`src/rtl/pid_move_ctrl.sv`:
```
// rtl/pid_move_ctrl.sv - move sequencer feeding heading error and forward speed to the PID
//
// Ports:
//   clk, rst           clock, asynchronous active-high reset
//   cmd_vld/hdg/sqrs   move command (accepted only while idle)
//   hdg_vld, actl_hdg  heading sample strobe and measured heading
//   sqr_tick           one pulse per square boundary crossed
//   busy               high whenever a move is in progress
//   moving             PID enable
//   err_vld, error     registered error strobe and signed heading error
//   frwrd              forward speed operand
//   mv_done            one-cycle completion pulse
module pid_move_ctrl #(
    parameter logic [9:0]  FRWRD_MAX  = 10'h2A0,
    parameter logic [9:0]  FRWRD_INC  = 10'h018,
    parameter logic [9:0]  FRWRD_DEC  = 10'h030,
    parameter logic [11:0] HDG_TOL    = 12'h02C,
    parameter int          SETTLE_CNT = 3
) (
    input  logic        clk,
    input  logic        rst,
    input  logic        cmd_vld,
    input  logic [11:0] cmd_hdg,
    input  logic [3:0]  cmd_sqrs,
    input  logic        hdg_vld,
    input  logic [11:0] actl_hdg,
    input  logic        sqr_tick,
    output logic        busy,
    output logic        moving,
    output logic        err_vld,
    output logic [11:0] error,
    output logic [9:0]  frwrd,
    output logic        mv_done
);

    typedef enum logic [2:0] {
        IDLE    = 3'd0,
        TURN    = 3'd1,
        RAMP_UP = 3'd2,
        CRUISE  = 3'd3,
        RAMP_DN = 3'd4,
        DONE    = 3'd5
    } state_t;

    localparam logic [3:0] SETTLE_MAX = 4'(SETTLE_CNT);

    state_t      state_q, state_d;
    logic [11:0] dsrd_hdg_q, dsrd_hdg_d;
    logic [3:0]  sqr_goal_q, sqr_goal_d;
    logic [3:0]  sqr_cnt_q, sqr_cnt_d;
    logic [3:0]  settle_q, settle_d;
    logic [9:0]  frwrd_q, frwrd_d;
    logic [11:0] error_q, error_d;
    logic        err_vld_q, err_vld_d;

    logic [11:0] err_raw;
    logic [11:0] err_mag;
    logic        in_win;
    logic [10:0] frwrd_sum;
    logic        moving_d;

    always_comb begin
        state_d    = state_q;
        dsrd_hdg_d = dsrd_hdg_q;
        sqr_goal_d = sqr_goal_q;
        sqr_cnt_d  = sqr_cnt_q;
        settle_d   = settle_q;
        frwrd_d    = frwrd_q;
        error_d    = error_q;
        err_vld_d  = 1'b0;

        // Window test uses the heading latched for the current move.
        err_raw = actl_hdg - dsrd_hdg_q;
        if (err_raw[11]) begin
            // -2048 has no positive counterpart in 12 bits; clamp to 2047.
            err_mag = (err_raw == 12'h800) ? 12'h7FF : (12'h000 - err_raw);
        end else begin
            err_mag = err_raw;
        end
        in_win    = (err_mag < HDG_TOL);
        frwrd_sum = {1'b0, frwrd_q} + {1'b0, FRWRD_INC};

        case (state_q)
            IDLE: begin
                if (cmd_vld) begin
                    state_d    = TURN;
                    dsrd_hdg_d = cmd_hdg;
                    sqr_goal_d = cmd_sqrs;
                    sqr_cnt_d  = 4'd0;
                    settle_d   = 4'd0;
                    frwrd_d    = 10'd0;
                end
            end
            TURN: begin
                frwrd_d = 10'd0;
                if (settle_q == SETTLE_MAX) begin
                    state_d = (sqr_goal_q == 4'd0) ? DONE : RAMP_UP;
                end else if (hdg_vld) begin
                    settle_d = in_win ? (settle_q + 4'd1) : 4'd0;
                end
            end
            RAMP_UP: begin
                if (hdg_vld) begin
                    frwrd_d = (frwrd_sum > {1'b0, FRWRD_MAX}) ? FRWRD_MAX : frwrd_sum[9:0];
                end
                // Reaching the square goal wins over reaching cruise speed.
                if (sqr_cnt_q == sqr_goal_q) begin
                    state_d = RAMP_DN;
                end else if (frwrd_q == FRWRD_MAX) begin
                    state_d = CRUISE;
                end
            end
            CRUISE: begin
                if (sqr_cnt_q == sqr_goal_q) begin
                    state_d = RAMP_DN;
                end
            end
            RAMP_DN: begin
                if (hdg_vld) begin
                    frwrd_d = (frwrd_q < FRWRD_DEC) ? 10'd0 : (frwrd_q - FRWRD_DEC);
                end
                if (frwrd_q == 10'd0) begin
                    state_d = DONE;
                end
            end
            DONE: begin
                state_d = IDLE;
            end
            default: begin
                state_d = IDLE;
            end
        endcase

        // Squares only count while actually driving forward.
        if (((state_q == RAMP_UP) || (state_q == CRUISE)) && sqr_tick && (sqr_cnt_q != 4'hF)) begin
            sqr_cnt_d = sqr_cnt_q + 4'd1;
        end

        moving_d = (state_d == TURN) || (state_d == RAMP_UP) ||
                   (state_d == CRUISE) || (state_d == RAMP_DN);

        // Error is published against the heading in force after this edge.
        err_vld_d = hdg_vld && moving_d;
        if (err_vld_d) begin
            error_d = actl_hdg - dsrd_hdg_d;
        end
    end

    always_ff @(posedge clk or posedge rst) begin
        if (rst) begin
            state_q    <= IDLE;
            dsrd_hdg_q <= 12'd0;
            sqr_goal_q <= 4'd0;
            sqr_cnt_q  <= 4'd0;
            settle_q   <= 4'd0;
            frwrd_q    <= 10'd0;
            error_q    <= 12'd0;
            err_vld_q  <= 1'b0;
        end else begin
            state_q    <= state_d;
            dsrd_hdg_q <= dsrd_hdg_d;
            sqr_goal_q <= sqr_goal_d;
            sqr_cnt_q  <= sqr_cnt_d;
            settle_q   <= settle_d;
            frwrd_q    <= frwrd_d;
            error_q    <= error_d;
            err_vld_q  <= err_vld_d;
        end
    end

    assign busy    = (state_q != IDLE);
    assign moving  = (state_q == TURN) || (state_q == RAMP_UP) ||
                     (state_q == CRUISE) || (state_q == RAMP_DN);
    assign mv_done = (state_q == DONE);
    assign err_vld = err_vld_q;
    assign error   = error_q;
    assign frwrd   = frwrd_q;

endmodule
```
`config.mk`:
```
export PLATFORM = sky130hd
export DESIGN_NAME = pid_move_ctrl
export DESIGN_NICKNAME = d
export VERILOG_FILES = /design/src/rtl/pid_move_ctrl.sv
export SDC_FILE = /design/constraint.sdc
export NUM_CORES = 1
export LEC_CHECK = 0
export BUFFER_PORTS_ARGS = -buffer_cell sky130_fd_sc_hd__clkbuf_2
export CAP_MARGIN = 30
export CORE_ASPECT_RATIO = 2
export CORE_UTILIZATION = 45
export CTS_BUF_LIST = sky130_fd_sc_hd__clkbuf_4
export DETAILED_ROUTE_END_ITERATION = 6
export PLACE_DENSITY = 0.71
export SYNTH_ARGS = -nofsm -noshare
export SYNTH_HDL_FRONTEND = slang
export SYNTH_SLANG_ARGS = --single-unit
```
`constraint.sdc`:
```
create_clock -name clk -period 8.35 [get_ports clk]
set_input_delay 1.67 -clock clk [delete_from_list [all_inputs] [get_ports clk]]
set_output_delay 1.67 -clock clk [all_outputs]
set_load 0.02 [all_outputs]
```
==> results.sh <==
export IMPL_drcViolationCount=0
export IMPL_cp_arrival_ns=4.77
export IMPL_layout_commonest_cell="clkbuf_2"
export IMPL_global_route_wire_length_before_repair_um=15000
export IMPL_final_hold_viol_count=0
export IMPL_detailedPlacementHpwl_um=7320
export IMPL_dominant_combinational_cell_family_by_area_after_synthesis="compound AO/OA/AOI/OAI gates"
export IMPL_timing_hold_worst_start="error[3]$_DFFE_PP0P_"
export IMPL_comb_power_share=0.241
export IMPL_r2r_slack_ns=4.26
export IMPL_ant_nets=0
export IMPL_cts_sinks=47
export IMPL_nFillCells=805
export IMPL_switching_fraction_of_total_power=0.304
export IMPL_layout_nets=567
export IMPL_detailroute_via_count=3493
export IMPL_io_pins=59
export IMPL_wl_per_cell_um=15.2
export IMPL_synth_warnings=0
export IMPL_netlist_area_um2=3940
export IMPL_max_cap_violations=0
export IMPL_final_setup_skew_ns=0.0165
export IMPL_floorplan_initialDensity=0.459
export IMPL_p_int_mw=0.323
export IMPL_power_share_clock=0.237
export IMPL_vdd_ir_drop_worst_v=0.0000949
export IMPL_worst_r2r_endpoint="error[10]$_DFFE_PP0P_"
export IMPL_ctsRootBufferMaster="clkbuf_4"
export IMPL_hold_buffers_post_cts=0
export IMPL_first_pass_iters=5
export IMPL_grt_overflow_total=0
export IMPL_cts_buffer_depth=2
export IMPL_area_growth_syn_to_layout_pct=9.71
export IMPL_cts_htree_levels=2
export IMPL_vias_in_the_first_global_route=3438
export IMPL_worst_slew_pin_slew_ns=0.638
export IMPL_timing_final_setup_violations=0
export IMPL_cts_tree="done"
export IMPL_synth_area_per_cell_um2=8.57
export IMPL_synth_seq_cells=47
export IMPL_clk_pin_slew_worst_paths_ns=0.14
export IMPL_synth_compound_area_share=0.211
export IMPL_die_area_um2=9160
export IMPL_holdWs_ns=0.508
export IMPL_cp_max_fo=29
export IMPL_drt_vias_per_instance=5.77
export IMPL_global_route_usage_total=0.213
export IMPL_die_width_um=68.2
export IMPL_io_buffer_count=55
export IMPL_power_frac_seq=0.521
export IMPL_holdPathEnd="error[3]$_DFFE_PP0P_"
export IMPL_power_switching_mw=0.141
export IMPL_post_cts_buffers=0
export IMPL_setup_tns_final_ns=0
export IMPL_coreArea_um2=8590
export IMPL_yosys_area_share_adder=0.0990
export IMPL_ys_types=72
export IMPL_critPathRequiredTime_ns=8.63
export IMPL_number_of_cells_on_the_worst_reg_to_reg_path=15
export IMPL_yosys_area_share_xor_xnor=0.0635
export IMPL_cts_repair_resized=0
export IMPL_min_cycle_time_layout_ns=4.50
export IMPL_path_class="input pin to flip-flop"
export IMPL_outcome="completed"
export IMPL_grt_start_max_net_pins=30
export IMPL_most_common_layout_cells="clkbuf_2, dfrtp_1, nor2_1"
export IMPL_timing_slew_headroom=0.570
export IMPL_finalCritPeriodShare=0.538
export IMPL_clk_insertion_delay_late_ns=0.38
export IMPL_antenna_diode_count=0
export IMPL_ys_async_sr_fraction=1.00
export IMPL_grt_antenna_before_repair=0
export IMPL_number_of_max_slew_violations_in_the_final_report=0
export IMPL_synth_edff_count=0
export IMPL_leakage_nw=2.04
export IMPL_die_h_um=134
export IMPL_std_cell_rows=48
export IMPL_share_of_synthesized_area_occupied_by_flip_flops_and_latches=0.298
export IMPL_postSynthCellCount=460
export IMPL_gp_congestion=0.849
export IMPL_post_synth_mux_area_share=0.0619
export IMPL_power_per_cell_area_nw_per_um2=107
export IMPL_yosys_most_used_dff="dfrtp_1"
export IMPL_route_final_wire_length_um=9180
export IMPL_timing_hold_worst_path_depth=1
export IMPL_hold_class="flip-flop to flip-flop"
export IMPL_detail_route_iter0_violations=131
export IMPL_post_route_cells_drive_above_1_share=0.206
export IMPL_grt_setup_unrepaired="no"
export IMPL_setup_worst_path_end_class="flip-flop"
export IMPL_regToRegStartpoint="state_q[2]$_DFF_PP0_"
export IMPL_worstSetupStartpointType="input pin"
export IMPL_numCtsBuffers=5
export IMPL_fmax_mhz=222
export IMPL_synthSimpleGateAreaFrac=0.201
## through the flow
step | area, um2 | utilization | setup WS, ns | power (mW) | cells
3_5_place_dp | 4270 | 0.497 | 3.48 | 0.359 | 597
4_1_cts | 4320 | 0.503 | 3.90 | 0.473 | 605
3_3_place_gp | 4250 | 0.494 | 3.55 | 0.355 | 596
5_1_grt | 4320 | 0.503 | 3.77 | 0.492 | 605
2_1_floorplan | 3950 | - | 3.78 | 0.326 | 462
6_report | 4320 | 0.503 | 3.85 | 0.464 | 605
## flip-flops by register name, indices dropped and copies added (netlist names)
register    count
error          12
err_vld         1
frwrd           7
sqr_cnt_q       4
settle_q        4
dsrd_hdg_q     12
sqr_goal_q      4
state_q         3
## worst max path at each step
| stage | startpoint | end | slack [ns] | depth (start not counted) |
|---|---|---|---|---|
| 2_1_floorplan | cmd_vld | error[11]$_DFFE_PP0P_ | 3.78 | 15 |
| 3_3_place_gp | cmd_vld | error[10]$_DFFE_PP0P_ | 3.55 | 15 |
| 3_5_place_dp | cmd_vld | error[10]$_DFFE_PP0P_ | 3.48 | 15 |
| 4_1_cts | cmd_vld | error[10]$_DFFE_PP0P_ | 3.90 | 15 |
| 5_1_grt | cmd_vld | error[10]$_DFFE_PP0P_ | 3.77 | 15 |
| 6_report | cmd_vld | error[10]$_DFFE_PP0P_ | 3.85 | 15 |
## cell families (layout without fill, tap and decap cells)
logic type / count (synthesis) / count (layout)
and+or+nand+nor: 152 / 152
AOI/OAI and AO/OA: 121 / 121
buffers and inverters: 60 / 103
DFF: 47 / 47
adders and majority gates: 30 / 30
xor gates and xnor gates: 27 / 27
muxes: 22 / 22
other: 1 / 3
## worst max-delay path, cell delays in order
cell      delay (ns)
clkbuf_2        0.07
and2_1          0.11
buf_4           0.32
mux2_2          0.39
ha_1            0.21
fa_1            0.40
nor2b_1         0.12
o21ai_0         0.12
a21boi_0        0.28
o21ai_0         0.16
a21oi_1         0.23
o21ai_0         0.16
nand3_1         0.11
o311ai_0        0.12
mux2_2          0.28
## power by group through the flow
stage | clock network, mW | logic, mW | registers, mW
after CTS | 0.118 | 0.113 | 0.242
after detailed placement | 0 | 0.112 | 0.246
after global placement | 0 | 0.109 | 0.246
after global routing | 0.125 | 0.123 | 0.243
after floorplan | 0 | 0.0699 | 0.257
final | 0.110 | 0.112 | 0.242
## cell usage after synthesis, drive strengths merged (8+ instances only)
cell type,instances,area [um2]
o21ai,30,154
dfrtp,47,1180
a21oi,31,155
mux2,19,214
nor2,43,161
nand3,20,100
buf,17,91.3
nand2,26,97.6
nand2b,9,56.3
nor3,14,85.1
ha,28,350
xor2,11,96.3
inv,38,143
o211ai,8,65.1
xnor2,15,131
## final cells by class
class | instances | area [um2] | area share
clock buffers | 7 | 52.6 | 0.0122
clock inverters | 1 | 5.00 | 0.00116
inverters | 38 | 143 | 0.0330
multi-input cells | 355 | 2520 | 0.583
flip-flops and latches | 47 | 1180 | 0.272
well taps | 100 | 125 | 0.0289
repair buffers | 57 | 303 | 0.0700
## per-layer routing
layer | part of all wire | routed length, um | vias to the layer above | global-route usage
met4 | 0.037 | 337 | 0 | 0.109
met1 | 0.36 | 3340 | 1670 | 0.205
met5 | 0 | 0 | - | 0
li1 | - | - | 1716 | -
met2 | 0.57 | 5250 | 86 | 0.405
met3 | 0.027 | 251 | 21 | 0.0298
No activity file was read; power rests on OpenSTA's default activity.
